**config.mk**
```make
export PLATFORM = sky130hd
export DESIGN_NAME = band_power_accum
export DESIGN_NICKNAME = d
export VERILOG_FILES = /design/src/rtl/band_power_accum.sv
export SDC_FILE = /design/constraint.sdc
export NUM_CORES = 2
export LEC_CHECK = 0
export ABC_AREA = 1
export CAP_MARGIN = 5
export CORE_UTILIZATION = 60
export CTS_CLUSTER_SIZE = 20
export DETAILED_ROUTE_END_ITERATION = 6
export PLACE_DENSITY = 0.83
export SLEW_MARGIN = 10
export SYNTH_ARGS = -nofsm -noshare
export SYNTH_HDL_FRONTEND = slang
export SYNTH_SLANG_ARGS = --single-unit
```
**constraint.sdc**
```tcl
create_clock -name clk -period 7.9 [get_ports clk]
set_input_delay 0.79 -clock clk [delete_from_list [all_inputs] [get_ports clk]]
set_output_delay 0.79 -clock clk [all_outputs]
set_load 0.01 [all_outputs]
```
**src/rtl/band_power_accum.sv**
```systemverilog
// ---------------------------------------------------------------------------
// band_power_accum
//
// Mean-power estimator for one band of the band-pass IIR filter chain.
// Each valid signed sample is squared and summed over a window of
// 2^WIN_LOG2 samples. The window mean (sum >> WIN_LOG2, truncated) is
// offered to the feature/classifier logic over a valid/ready handshake.
//
// Pipeline: S1 registers the sample, S2 registers its square, S3 adds the
// square into the accumulator. The last sample of a window captured at edge t
// produces power_valid at edge t+3.
//
// Optional feature: define BAND_POWER_PEAK_EN to add peak_out, the maximum
// |sample_in| seen over the window. It is updated alongside power_out.
//
// Ports:
//   clk           system clock, rising edge
//   reset         synchronous, active-high reset
//   enable        1 = accumulate, 0 = abort the current window and idle
//   sample_in     signed filtered sample (DATA_W)
//   sample_valid  sample_in valid this cycle (no backpressure)
//   power_out     unsigned window mean power (2*DATA_W)
//   power_valid   power_out holds an unconsumed result
//   power_ready   consumer takes power_out when power_valid & power_ready
//   overrun       sticky: a result was overwritten before it was accepted
//   overrun_clr   clears overrun (a simultaneous new overrun wins)
//   peak_out      max |sample| over the window (BAND_POWER_PEAK_EN only)
// ---------------------------------------------------------------------------
module band_power_accum #(
    parameter int DATA_W   = 32,
    parameter int WIN_LOG2 = 8
) (
    input  logic                       clk,
    input  logic                       reset,
    input  logic                       enable,
    input  logic signed [DATA_W-1:0]   sample_in,
    input  logic                       sample_valid,
    output logic [2*DATA_W-1:0]        power_out,
    output logic                       power_valid,
    input  logic                       power_ready,
    output logic                       overrun,
    input  logic                       overrun_clr
`ifdef BAND_POWER_PEAK_EN
    ,
    output logic [DATA_W-1:0]          peak_out
`endif
);

    localparam int ACC_W = 2*DATA_W + WIN_LOG2;
    localparam logic [WIN_LOG2-1:0] CNT_MAX = '1;

    typedef enum logic [1:0] {
        IDLE,
        ACCUM,
        DRAIN
    } state_t;

    state_t                    state;
    logic                      drain_cnt;
    logic [WIN_LOG2-1:0]       count;
    logic [ACC_W-1:0]          acc;

    logic                      s1_valid;
    logic signed [DATA_W-1:0]  s1_data;
    logic                      s2_valid;
    logic [2*DATA_W-1:0]       s2_sq;

    logic signed [2*DATA_W-1:0] square;
    logic [ACC_W-1:0]           add_term;
    logic [2*DATA_W-1:0]        result;

    // The signed square of the most negative sample is 2^(2*DATA_W-2), which
    // still fits the signed product, so reinterpreting it as unsigned is safe.
    assign square   = s1_data * s1_data;
    assign add_term = s2_valid ? {{WIN_LOG2{1'b0}}, s2_sq} : '0;
    assign result   = acc[ACC_W-1:WIN_LOG2];

`ifdef BAND_POWER_PEAK_EN
    logic [DATA_W-1:0] abs_val;
    logic [DATA_W-1:0] s2_abs;
    logic [DATA_W-1:0] peak_acc;
    logic [DATA_W-1:0] peak_term;
    logic [DATA_W-1:0] peak_next;

    // Two's-complement negation read as unsigned maps -2^(DATA_W-1) onto
    // 2^(DATA_W-1), so no extra bit is needed.
    assign abs_val   = s1_data[DATA_W-1] ? (~s1_data + 1'b1) : s1_data;
    assign peak_term = s2_valid ? s2_abs : '0;
    assign peak_next = (peak_term > peak_acc) ? peak_term : peak_acc;
`endif

    always_ff @(posedge clk) begin
        if (reset) begin
            state       <= IDLE;
            drain_cnt   <= 1'b0;
            count       <= '0;
            acc         <= '0;
            s1_valid    <= 1'b0;
            s1_data     <= '0;
            s2_valid    <= 1'b0;
            s2_sq       <= '0;
            power_out   <= '0;
            power_valid <= 1'b0;
            overrun     <= 1'b0;
`ifdef BAND_POWER_PEAK_EN
            s2_abs      <= '0;
            peak_acc    <= '0;
            peak_out    <= '0;
`endif
        end else begin
            // Dropping enable flushes samples still travelling through S1/S2.
            s1_valid <= sample_valid & enable;
            s1_data  <= sample_in;
            s2_valid <= s1_valid & enable;
            s2_sq    <= $unsigned(square);
`ifdef BAND_POWER_PEAK_EN
            s2_abs   <= abs_val;
`endif

            // NOTE: defaults first, overrides later in this block; with
            // non-blocking assignments the last one executed wins, which is how
            // a new result beats acceptance and an overrun set beats its clear.
            if (power_valid && power_ready) power_valid <= 1'b0;
            if (overrun_clr) overrun <= 1'b0;

            case (state)
                DRAIN: begin
                    if (!drain_cnt) begin
                        // Final square of the window retires into acc here;
                        // S1 may already hold samples of the next window.
                        drain_cnt <= 1'b1;
                        acc       <= acc + add_term;
`ifdef BAND_POWER_PEAK_EN
                        peak_acc  <= peak_next;
`endif
                        if (enable && s1_valid) count <= count + 1'b1;
                    end else begin
                        power_out   <= result;
                        power_valid <= 1'b1;
                        if (power_valid && !power_ready) overrun <= 1'b1;
`ifdef BAND_POWER_PEAK_EN
                        peak_out    <= peak_acc;
`endif
                        drain_cnt   <= 1'b0;
                        if (enable) begin
                            // Clear and first add of the next window coincide.
                            acc <= add_term;
`ifdef BAND_POWER_PEAK_EN
                            peak_acc <= peak_term;
`endif
                            if (s1_valid) begin
                                count <= count + 1'b1;
                                state <= (count == CNT_MAX) ? DRAIN : ACCUM;
                            end else begin
                                state <= ACCUM;
                            end
                        end else begin
                            acc   <= '0;
                            count <= '0;
`ifdef BAND_POWER_PEAK_EN
                            peak_acc <= '0;
`endif
                            state <= IDLE;
                        end
                    end
                end

                default: begin  // IDLE and ACCUM
                    if (!enable) begin
                        acc   <= '0;
                        count <= '0;
`ifdef BAND_POWER_PEAK_EN
                        peak_acc <= '0;
`endif
                        state <= IDLE;
                    end else begin
                        acc <= acc + add_term;
`ifdef BAND_POWER_PEAK_EN
                        peak_acc <= peak_next;
`endif
                        state <= ACCUM;
                        if (s1_valid) begin
                            // Counter wraps to zero on the last sample, so the
                            // next window starts counting from zero in DRAIN.
                            count <= count + 1'b1;
                            if (count == CNT_MAX) begin
                                state     <= DRAIN;
                                drain_cnt <= 1'b0;
                            end
                        end
                    end
                end
            endcase
        end
    end

endmodule

```
==> summary.md <==
| Metric | Value |
|---|---|
| Status | `complete, no violations` |
| Final Power | `18.1 mW` |
| Htree depth | `2` |
| Clk_skew | `about 45 ps` |
| Seq cells post-synth | `246` |
| Vias | `39,910` |
| Syn_nets | `around 7,600` |
| DR vias/cell | `5.37` |
| FMAX | `131 MHz` |
| TritonCTS clock tree | `done` |
| Endpoints failing setup | `0` |
| Number of detailed-route iterations in the first pass | `7` |
| Synth Cell Area | `between 40,000 and 50,000 um2` |
| Setup TNS | `0 ps` |
| Worst endpoint required time | `8310 ps` |
| Die area | `81,200 um2` |
| Share of cells above drive strength 1 | `0.0506` |
| Growth of design area from synthesis to finish | `7.65%` |
| Port Buffers | `103` |
| YS warnings | `0` |
| Largest net degree at the start of global routing | `83` |
| Starting Density | `0.607` |
| Worst slew margin | `0.358` |
| Cells after synthesis | `roughly 6,300` |
| Die Span X | `285 um` |
| GRT Util Overall | `0.355` |
| Clock sink count | `246` |
| Unique masters post-synth | `52` |
| Synth top area share | `0.418` |
| Primary FF master, synth | `dfxtp_1` |
| Remaining DRCs | `0` |
| Avg Inst Size Synth | `~7.6 um2` |
| Worst Setup End Kind | `flip-flop` |
| Initial antenna violation count | `2` |
| Final HPWL DP | `between 100,000 and 150,000 um` |
| Hold_buf cts | `0` |
| Hold Fails Final Rpt | `0` |
| Post-synth EDFFs | `0` |
| Dominant cell type by area after synthesis | `fa_1` |
| Final Slew Violations | `0` |
| Fin crit period | `7620 ps` |
| Area of the multi-input gates | `about 36,000 um2` |
| Ys async rst share | `0` |
| # nets final | `7,656` |
| Drt wl/cell | `18.7 um` |
| Total Wirelength | `139,000 um` |
| Startpoint types | `flip-flop` |
| First-pass GRT wire length | `approximately 220,000 um` |
| GPL Wtd Cong | `1.04` |
| CTS root buf | `clkbuf_16` |
| Leakage | `29.7 nW` |
| Layout fillers | `approximately 6,700` |
| Arr. time, crit path | `8030 ps` |
| TritonCTS Buffers | `34` |
| Vias in the first global route | `approximately 43,000` |
| Non-filler instance count after layout | `7,432` |
| Worst-path clk slew | `50 ps` |
| Total grt overflow | `0` |
| Core Area | `a little under 80,000 um2` |
| CTS Buffer Depth | `3` |
| Cells after DPL | `~7,400` |
| HP Class | `flip-flop to flip-flop` |
| Final worst-path cycle share | `0.965` |
| Unrepaired setup endpoints after global routing | `false` |
| Ranking of synthesized cells by area | `fa_1 42%, inv_1 14%, nand2_1 11%` |
| Least-Margin Pin Slew | `962 ps` |
| Initial drt markers | `3,105` |
| Seq/Total Area, Yosys | `0.103` |
| WS Path Type | `flip-flop to flip-flop` |
| Die H | `285 um` |
| Register Area | `4940 um2` |
| I/O pins | `approximately 100` |
| Antenna Nets Post-Route | `0` |
| Worst Path Max Fanout | `17` |
| Maximum VDD drop | `0.521 mV` |
| Power per Cell Area | `about 350 nW/um2` |
| Row count | `103` |
| Worst-Skew Late Latency | `570 ps` |
| Max Cap Viol | `0` |
## what timing repair did
item / CTS / global route
setup endpoints to repair: 0 / 14
buffers inserted: 0 / 1
gates resized for setup: 0 / 18
## worst paths after layout
check,startpoint,endpoint,slack [ps],depth (start not counted)
worst max-delay path,s1_data[26]$_SDFF_PP0_,s2_sq[52]$_SDFF_PP0_,280,27
worst min-delay path,count[2]$_SDFFE_PP0P_,count[2]$_SDFFE_PP0P_,480,2
worst max register to register,s1_data[26]$_SDFF_PP0_,s2_sq[52]$_SDFF_PP0_,280,27
worst min register to register,count[2]$_SDFFE_PP0P_,count[2]$_SDFFE_PP0P_,480,2
## routing by layer
metal | share of wire | vias to the layer above | global-route usage
li1 | - | 18342 | -
met1 | 0.39 | 19361 | 0.453
met4 | 0.053 | 4 | 0.167
met5 | 0.00017 | - | 0
met2 | 0.47 | 1803 | 0.590
met3 | 0.087 | 400 | 0.0623
## cell type report
type,count,share of cell area
multi-input cells,4093,0.692
inverters,1792,0.130
flip-flops and latches,246,0.0956
repair buffers,190,0.0347
well taps,1050,0.0254
clock buffers,45,0.0186
clock inverters,15,0.00377
diodes,1,0.0000484
## cell usage in the layout, fill, tap and decap left out, types with 6 or more instances in the layout
master	count
buf_4	79
inv_2	56
o22ai_1	11
ha_1	256
nand3_1	165
nand3_2	6
dfxtp_1	234
a31oi_1	9
dfxtp_2	11
buf_12	9
a21o_1	8
o21ai_1	32
xor2_1	13
o21bai_1	23
clkdlybuf4s50_1	102
o21ai_0	164
nand2_2	22
nand2_1	1423
nor2_1	502
nor3_1	39
clkbuf_16	35
a21oi_1	236
inv_1	1727
nor2_2	37
and2_1	8
or2_2	11
xnor2_1	22
nand3b_1	10
o21a_1	16
fa_1	1001
nand4_1	19
## report_power, final
part           total (mW)  switching [mW]  leakage (nW)  internal [mW]
clock network        1.65           0.678         0.562          0.967
logic                14.9            9.84          27.2           5.06
registers            1.54          0.0923          2.01           1.45
total                18.1            10.6          29.7           7.47
## sequential cells by signal, indices dropped and copies added, names as in the netlist
| name | flops |
|---|---|
| overrun | 1 |
| s2_sq | 63 |
| power_valid | 1 |
| acc | 72 |
| s1_valid | 1 |
| state | 2 |
| power_out | 64 |
| s2_valid | 1 |
| drain_cnt | 1 |
| s1_data | 32 |
| count | 8 |
## cells in the mapped netlist (3+ instances only)
cell and instances:
nor2_8 3, inv_2 55, o21ai_1 32, nand3_2 6, a31oi_1 9, o21a_1 16, buf_1 17, nand2_2 22
a21oi_1 236, nor2_2 37, ha_1 259, dfxtp_1 246, nor2_1 502, nor3_2 5, xnor2_1 22, or2_2 11
buf_2 8, a21o_1 8, clkbuf_1 140, nor4_2 5, o21bai_1 23, o22ai_1 11, nand3_1 165, xor2_1 13
clkinv_1 4, nand2_1 1423, inv_1 1731, o31ai_1 5, a21oi_2 5, nor3_1 39, nand3b_1 10, fa_1 1002
nor2_4 3, a31o_2 3, nand4_1 19, or2_1 5, and2_1 8, a21boi_0 4, o21ai_0 164
## cell families (layout without fill, tap and decap cells)
kind of cell	count (synthesis)	after routing	share of synthesized area
xor gates and xnor gates	35	35	0.00638
and+or+nand+nor	2271	2271	0.193
other	0	1	0
adders and majority gates	1261	1261	0.485
DFF	246	246	0.103
buffers and inverters	1957	2042	0.153
AOI/OAI and AO/OA	526	526	0.0596
## critical path, cell delays in order (launching register included)
cell and delay (ps):
dfxtp_2 610, buf_4 370, nand2_1 120, fa_1 550, inv_1 90, fa_1 520
inv_1 50, fa_1 490, inv_1 60, fa_1 530, fa_1 580, inv_1 70
fa_1 550, fa_1 430, fa_1 490, inv_1 40, ha_1 440, nand2_1 120
nor2_1 140, inv_2 60, nor2_1 120, inv_2 70, nor3_1 290, nand4_1 190
nand3_1 190, nand2_1 120, nand2_1 70, nor2_1 70
## stage by stage
step / util / hold slack [ps] / instance area, um2 / setup WS [ps]
2_1_floorplan: - / 441 / 48000 / 583
3_3_place_gp: 0.638 / 454 / 50500 / 356
3_5_place_dp: 0.638 / 465 / 50500 / 247
4_1_cts: 0.653 / 475 / 51700 / 91.8
5_1_grt: 0.653 / 496 / 51700 / 0.876
6_report: 0.653 / 476 / 51700 / 277
(Power assumes the default switching activity.)
